### config.mk
export PLATFORM = sky130hd
export DESIGN_NAME = ll_keyrx
export DESIGN_NICKNAME = d
export VERILOG_FILES = /design/src/rtl/ll_keyrx.sv
export SDC_FILE = /design/constraint.sdc
export NUM_CORES = 1
export LEC_CHECK = 0
export BUFFER_PORTS_ARGS = -buffer_cell sky130_fd_sc_hd__buf_2
export CAP_MARGIN = 5
export CORE_MARGIN = 1.5
export CORE_UTILIZATION = 26
export CTS_BUF_LIST = sky130_fd_sc_hd__clkbuf_2
export DETAILED_ROUTE_END_ITERATION = 7
export PLACE_DENSITY = 0.5
export SLEW_MARGIN = 40
export SYNTH_ARGS = -nofsm -noshare
export SYNTH_HDL_FRONTEND = slang
export SYNTH_SLANG_ARGS = --single-unit
### constraint.sdc
create_clock -name clk -period 5.35 [get_ports clk]
set_input_delay 1.07 -clock clk [delete_from_list [all_inputs] [get_ports clk]]
set_output_delay 1.07 -clock clk [all_outputs]
set_load 0.1 [all_outputs]
### src/rtl/ll_keyrx.sv
// ll_keyrx: keysync receiver, one event per press into thrust/sel/event FIFO; LL_KEYRX_LOCKOUT_EN adds post-press lockout
module ll_keyrx #(
  parameter int DEPTH = 4,
  parameter int LOCK_CYCLES = 10,
  parameter logic [15:0] THRUST_INIT = 16'h0005
) (
  input  logic                     clk,
  input  logic                     rst,
  input  logic [4:0]               keycode,
  input  logic                     keyclk,
  output logic [15:0]              thrust,
  output logic [1:0]               sel,
  output logic                     ev_valid,
  output logic [4:0]               ev_code,
  input  logic                     ev_rd,
  output logic [$clog2(DEPTH):0]   ev_count,
  output logic                     overflow
);
  localparam int AW = $clog2(DEPTH);
  localparam int CW = AW + 1;
`ifdef LL_KEYRX_LOCKOUT_EN
  localparam int LW = $clog2(LOCK_CYCLES + 1);
  typedef enum logic [1:0] {IDLE, LOCK, WAIT_REL} state_t;
  logic [LW-1:0] cnt, ncnt;
`else
  typedef enum logic {IDLE, WAIT_REL} state_t;
`endif
  state_t state, nstate;
  logic k1, k2;
  logic [4:0] kc1;
  logic rise, accept, is_dig, is_sel, push, pop, full, wr_en;
  logic [AW-1:0] rd, wr;
  logic [CW-1:0] count;
  logic [4:0] mem [DEPTH];
  assign rise = k1 & ~k2;
  assign accept = (state == IDLE) & rise;
  assign is_dig = kc1 < 5'd10;
  assign is_sel = kc1[4:2] == 3'b100;
  assign push = accept & (is_dig | is_sel);
  assign pop = ev_rd & (count != '0);
  assign full = count == CW'(DEPTH);
  // a full FIFO still takes the push when the head leaves in the same cycle
  assign wr_en = push & (~full | pop);
  assign ev_valid = count != '0;
  assign ev_count = count;
  assign ev_code = mem[rd];
  always_comb begin
`ifdef LL_KEYRX_LOCKOUT_EN
    nstate = state == IDLE ? (rise ? LOCK : IDLE) :
             state == LOCK ? (cnt == '0 ? WAIT_REL : LOCK) :
             (k1 ? WAIT_REL : IDLE);
    ncnt = state == IDLE ? LW'(LOCK_CYCLES - 1) : cnt - LW'(state == LOCK && cnt != '0);
`else
    nstate = state == IDLE ? (rise ? WAIT_REL : IDLE) : (k1 ? WAIT_REL : IDLE);
`endif
  end
  always_ff @(posedge clk) begin
    if (rst) begin
      k1 <= 1'b0;
      k2 <= 1'b0;
      kc1 <= '0;
      state <= IDLE;
`ifdef LL_KEYRX_LOCKOUT_EN
      cnt <= '0;
`endif
      thrust <= THRUST_INIT;
      sel <= '0;
      rd <= '0;
      wr <= '0;
      count <= '0;
      overflow <= 1'b0;
      for (int i = 0; i < DEPTH; i++) mem[i] <= '0;
    end else begin
      k1 <= keyclk;
      k2 <= k1;
      kc1 <= keycode;
      state <= nstate;
`ifdef LL_KEYRX_LOCKOUT_EN
      cnt <= ncnt;
`endif
      if (accept && is_dig) thrust <= {12'h000, kc1[3:0]};
      if (accept && is_sel) sel <= kc1[1:0];
      if (wr_en) begin
        mem[wr] <= kc1;
        wr <= wr + 1'b1;
      end
      if (pop) rd <= rd + 1'b1;
      if (push && !wr_en) overflow <= 1'b1;
      count <= count + CW'(wr_en) - CW'(pop);
    end
  end
endmodule

After elaboration in Yosys (flattened, before gate mapping)
Memories as Yosys holds them, arrays and structs flattened. A register that Yosys moved wholly into a read port is not among the register bits.
Index checks and enable logic that the tools add are counted.
{ "totals": {"ff_bits": 22, "ram_bits": 20, "input_bits": 9, "out_inout_bits": 28, "elab_cells": 47, "n_memories": 1} }
{ "op_classes": {"addsub": 4, "n_lt_le_gt_ge": 1, "eq_ne": 2, "mux": 13, "bitwise_logic": 10, "reduce_logical": 6} }
{ "mem_list": {"columns": ["memory", "depth", "width", "rd", "rd_clocked_by_memory_dff", "write_ports", "line_no", "rtl"], "rows": [
  ["mem", 4, 5, 1, 1, 4, "34", "logic [4:0] mem [DEPTH];"]
]} }
{ "ops": {"columns": ["cell", "count"], "rows": [
  ["two-way mux 1 bit", 9],
  ["== test 3 bit, second input constant", 2],
  ["two-way mux 2 bit", 3],
  ["bitwise AND 1 bit", 5],
  ["less-than comparator 5 x 4 -> 1 bit, second input constant", 1],
  ["two-way mux 5 bit", 1],
  ["OR reduction 5 bit", 1],
  ["adder 2 x 1 -> 2 bit, second input constant", 2],
  ["adder 3 x 1 -> 3 bit", 1],
  ["logical AND 1 bit", 3],
  ["NOT 1 bit", 3],
  ["nonzero test 3 bit", 1],
  ["subtractor 3 x 1 -> 3 bit", 1],
  ["OR 1 bit", 2],
  ["zero test 1 bit", 1]
]} }

Logic depth before layout (Yosys ltp)
{ "logic_depth": {"ltp_word": 10, "ltp_mapped": 10, "ltp_nobuf": 10} }

Worst setup path before layout
No wires, ideal clock.
{ "synth_path": {"kind": "input -> register", "startpoint": "input port ev_rd", "endpoint": "register count[2] (netlist: ev_count[2])", "setup_time_ns": 0.128, "t_arrival_ns": 2.841, "required_ns": 5.222, "setup_slack_ns": 2.381, "stages": 9, "path_buffers": 0, "cell_sequence": "or4b_1 > nand2_1 > ha_1 > inv_1 > ha_1 > fa_1 > xnor2_1 > xnor2_1 > nor2_1"} }
{ "synth_between": {"elab_chain_cells": 5} }
{ "synth_rtl": {"columns": ["element", "line_no", "rtl"], "rows": [
  ["start: declaration", "15", "input logic ev_rd,"],
  ["bitwise AND 1 bit (*)", "40", "assign pop = ev_rd & (count != '0);"],
  ["OR 1 bit", "43", "assign wr_en = push & (~full | pop);"],
  ["bitwise AND 1 bit", "43", null],
  ["adder 3 x 1 -> 3 bit", "89", "count <= count + CW'(wr_en) - CW'(pop);"],
  ["subtractor 3 x 1 -> 3 bit (*)", "89", null],
  ["end signal: assignment", "89", null],
  ["end: declaration", "33", "logic [CW-1:0] count;"]
]} }
Every way passes the cells marked *; elsewhere a longest branch is shown, timed or not.
A chain may end at the register's enable or synchronous reset.

==> metrics.cfg <==
[status]
status=completed

[pwr]
cellPowerDensity_nw_per_um2=470
vdd_drop_max_mv=0.165
p_leak_nw=0.804
total_power_mw=0.989

[logic_synthesis]
avgSynthCellArea_um2=11.7
dominantRegCellSynth=dfxtp_1
synth_cells=163
synth_area_um2=1900
synthDistinctLibCells=41
ys_ff_latch=44
yosysSeqAreaShare=0.569
async_reset_ff_frac=0
synth_edf_count=20
yosys_warnings=0

[global_route]
grt_usage=0.0913
gr-usage-met2=0.133
gr-total-overflow=0
use_met1=0.126
grt_pass1_wl_um=5310
top_usage_layer=met2
antenna_found_initial=0
met3_usage=0.0280
grt_start_max_net_pins=34
grt_pass1_vias=1074

[cells_and_area]
fin_cells=283
drive_gt1_frac=0.230
nets=198
synthToLayoutAreaGrowth_pct=10.7
utilization=0.303
antenna_cells=0
fin_area_um2=2100

[worst_setup_path]
criticalPathCategory=register to output pin
worstPathArrival_ns=1.80
worstPathRequired_ns=4.28
setup.worst_path.end_class=output pin
critPathLaunchType=register
cp_max_fo=5
r2r_setup_slack_ns=2.85

[drt]
vias_per_cell=3.97
firstDrtPassIters=4
vias=1123
remaining_drc_errors=0
ant_nets=0
drt-initial-drc-count=36
wl_um=3280
wire_per_inst_um=11.6

[place]
place_ws_ns=2.14
port_buffers=24
placed_cells=275
globalplace.congestion=0.691
dpl_cell_area_um2=2050
dp_hpwl_um=2440

[timing]
finClkSkew_ns=0.0185
setup_tns_ns=0
final-max-slew-violation-count=0
rsz0062_at_grt=false
hold_ws_ns=0.501
fin_ws_ns=2.48
fmax_mhz=348
setup_viol=0
fin_crit_ns=2.87
timing.final.crit_share=0.537
worst_pin_slew_ns=0.570
hold_violations=0
max_slew_margin=0.620

[clock_network]
cts.clk_slew.worst_paths_ns=0.22
cts_tree=built
cts_buffers=5
htree_levels=2
cts_sinks=44
cts_setup_buffers=0
clkLatencyLatePin_ns=0.40
cts_resized=0
hold_buffers=0
root_buffer=clkbuf_2
clk_path_buf_depth=2

[floorplan]
initial_core_util=0.274
chipHeight_um=88.5
core-area_um2=6940
ioPinCount=37
die_x_um=88.5
row_count=30
die_area_um2=7830

[worst_hold_path]
hold_class=register to register

[flow_run]
max_cap_viol_count=0

[synthesized netlist by cell type (2+ instances only)]
| master | number | share of area |
|---|---|---|
| clkbuf_1 | 2 | 0.0040 |
| buf_4 | 12 | 0.047 |
| dfxtp_1 | 24 | 0.25 |
| ha_1 | 2 | 0.013 |
| nor2b_1 | 9 | 0.030 |
| edfxtp_1 | 20 | 0.32 |
| inv_1 | 5 | 0.0099 |
| nand2b_1 | 6 | 0.020 |
| xnor2_1 | 3 | 0.014 |
| nor3_1 | 2 | 0.0053 |
| nor2_1 | 32 | 0.063 |
| nand3_1 | 2 | 0.0053 |
| mux2i_1 | 4 | 0.021 |
| a21oi_1 | 5 | 0.013 |
| o21ai_0 | 2 | 0.0053 |
| mux4_2 | 5 | 0.059 |
| buf_2 | 2 | 0.0053 |
| or4_1 | 2 | 0.0079 |
| nand2_1 | 2 | 0.0040 |
[path summary, 6_finish.rpt]
check	start	endpoint	cells after the start
setup reg to reg	ev_count[1]$_SDFF_PP0_	ev_count[2]$_SDFF_PP0_	9
hold reg to reg	overflow$_SDFFE_PP0P_	overflow$_SDFFE_PP0P_	2
setup / recovery	register	ev_code[1]	2
hold / removal	overflow$_SDFFE_PP0P_	overflow$_SDFFE_PP0P_	2
[layout make-up]
| class | count | area [um^2] |
|---|---|---|
| Fill cell | 742 | 4840 |
| Timing Repair Buffer | 24 | 120 |
| Multi-Input combinational cell | 106 | 721 |
| Sequential cell | 44 | 1080 |
| Clock buffer | 5 | 25.0 |
| Clock inverter | 3 | 18.8 |
| Inverter | 5 | 18.8 |
| Tap cell | 96 | 120 |
[placed cells by master (no fill, tap or decap), types with 2 or more instances in the layout]
cell type | netlist | layout
nand3_1 | 2 | 2
buf_2 | 2 | 24
or4_1 | 2 | 2
clkinvlp_4 | 0 | 2
nor3_1 | 2 | 2
nor2b_1 | 9 | 9
ha_1 | 2 | 2
mux2i_1 | 4 | 4
o21ai_0 | 2 | 2
dfxtp_1 | 24 | 24
inv_1 | 5 | 5
nor2_1 | 32 | 32
xnor2_1 | 3 | 3
edfxtp_1 | 20 | 20
a21oi_1 | 5 | 5
clkbuf_2 | 1 | 5
conb_1 | 1 | 12
mux4_2 | 5 | 5
nand2b_1 | 6 | 6
nand2_1 | 2 | 2
[power breakdown]
group	switching (mW)	leakage, nW	total [mW]	internal [mW]
logic	0.332	0.376	0.429	0.0972
clock network	0.106	0.0226	0.136	0.0303
registers	0.0394	0.405	0.424	0.385
total	0.477	0.804	0.989	0.512
[worst max-delay path, stage by stage, from the launching register on]
cell and delay, ns:
dfxtp_1 0.56, mux4_2 0.54, buf_2 0.30
[state kept, by name, summed over array words and instances, names as in the netlist, named ones only]
signal    count
wr            2
overflow      1
thrust        4
k1            1
ev_count      3
sel           2
kc1           5
state         1
rd            2
mem          20
k2            1
[logic make-up after synthesis]
kind of cell,count (synthesis),synth area share
and+or+nand+nor,64,0.180
DFF,44,0.569
buffers and inverters,24,0.0770
AOI/OAI and AO/OA,14,0.0494
muxes,9,0.0803
xor gates and xnor gates,4,0.0184
adders and majority gates,3,0.0237
other,1,0.00197
[layer usage]
layer	wire (um)	part of all wire	up-vias
met4	35	0.011	0
met2	1470	0.45	28
li1	-	-	578
met3	154	0.047	5
met5	0	0	-
met1	1620	0.49	512
No activity file was read; power rests on OpenSTA's default activity.
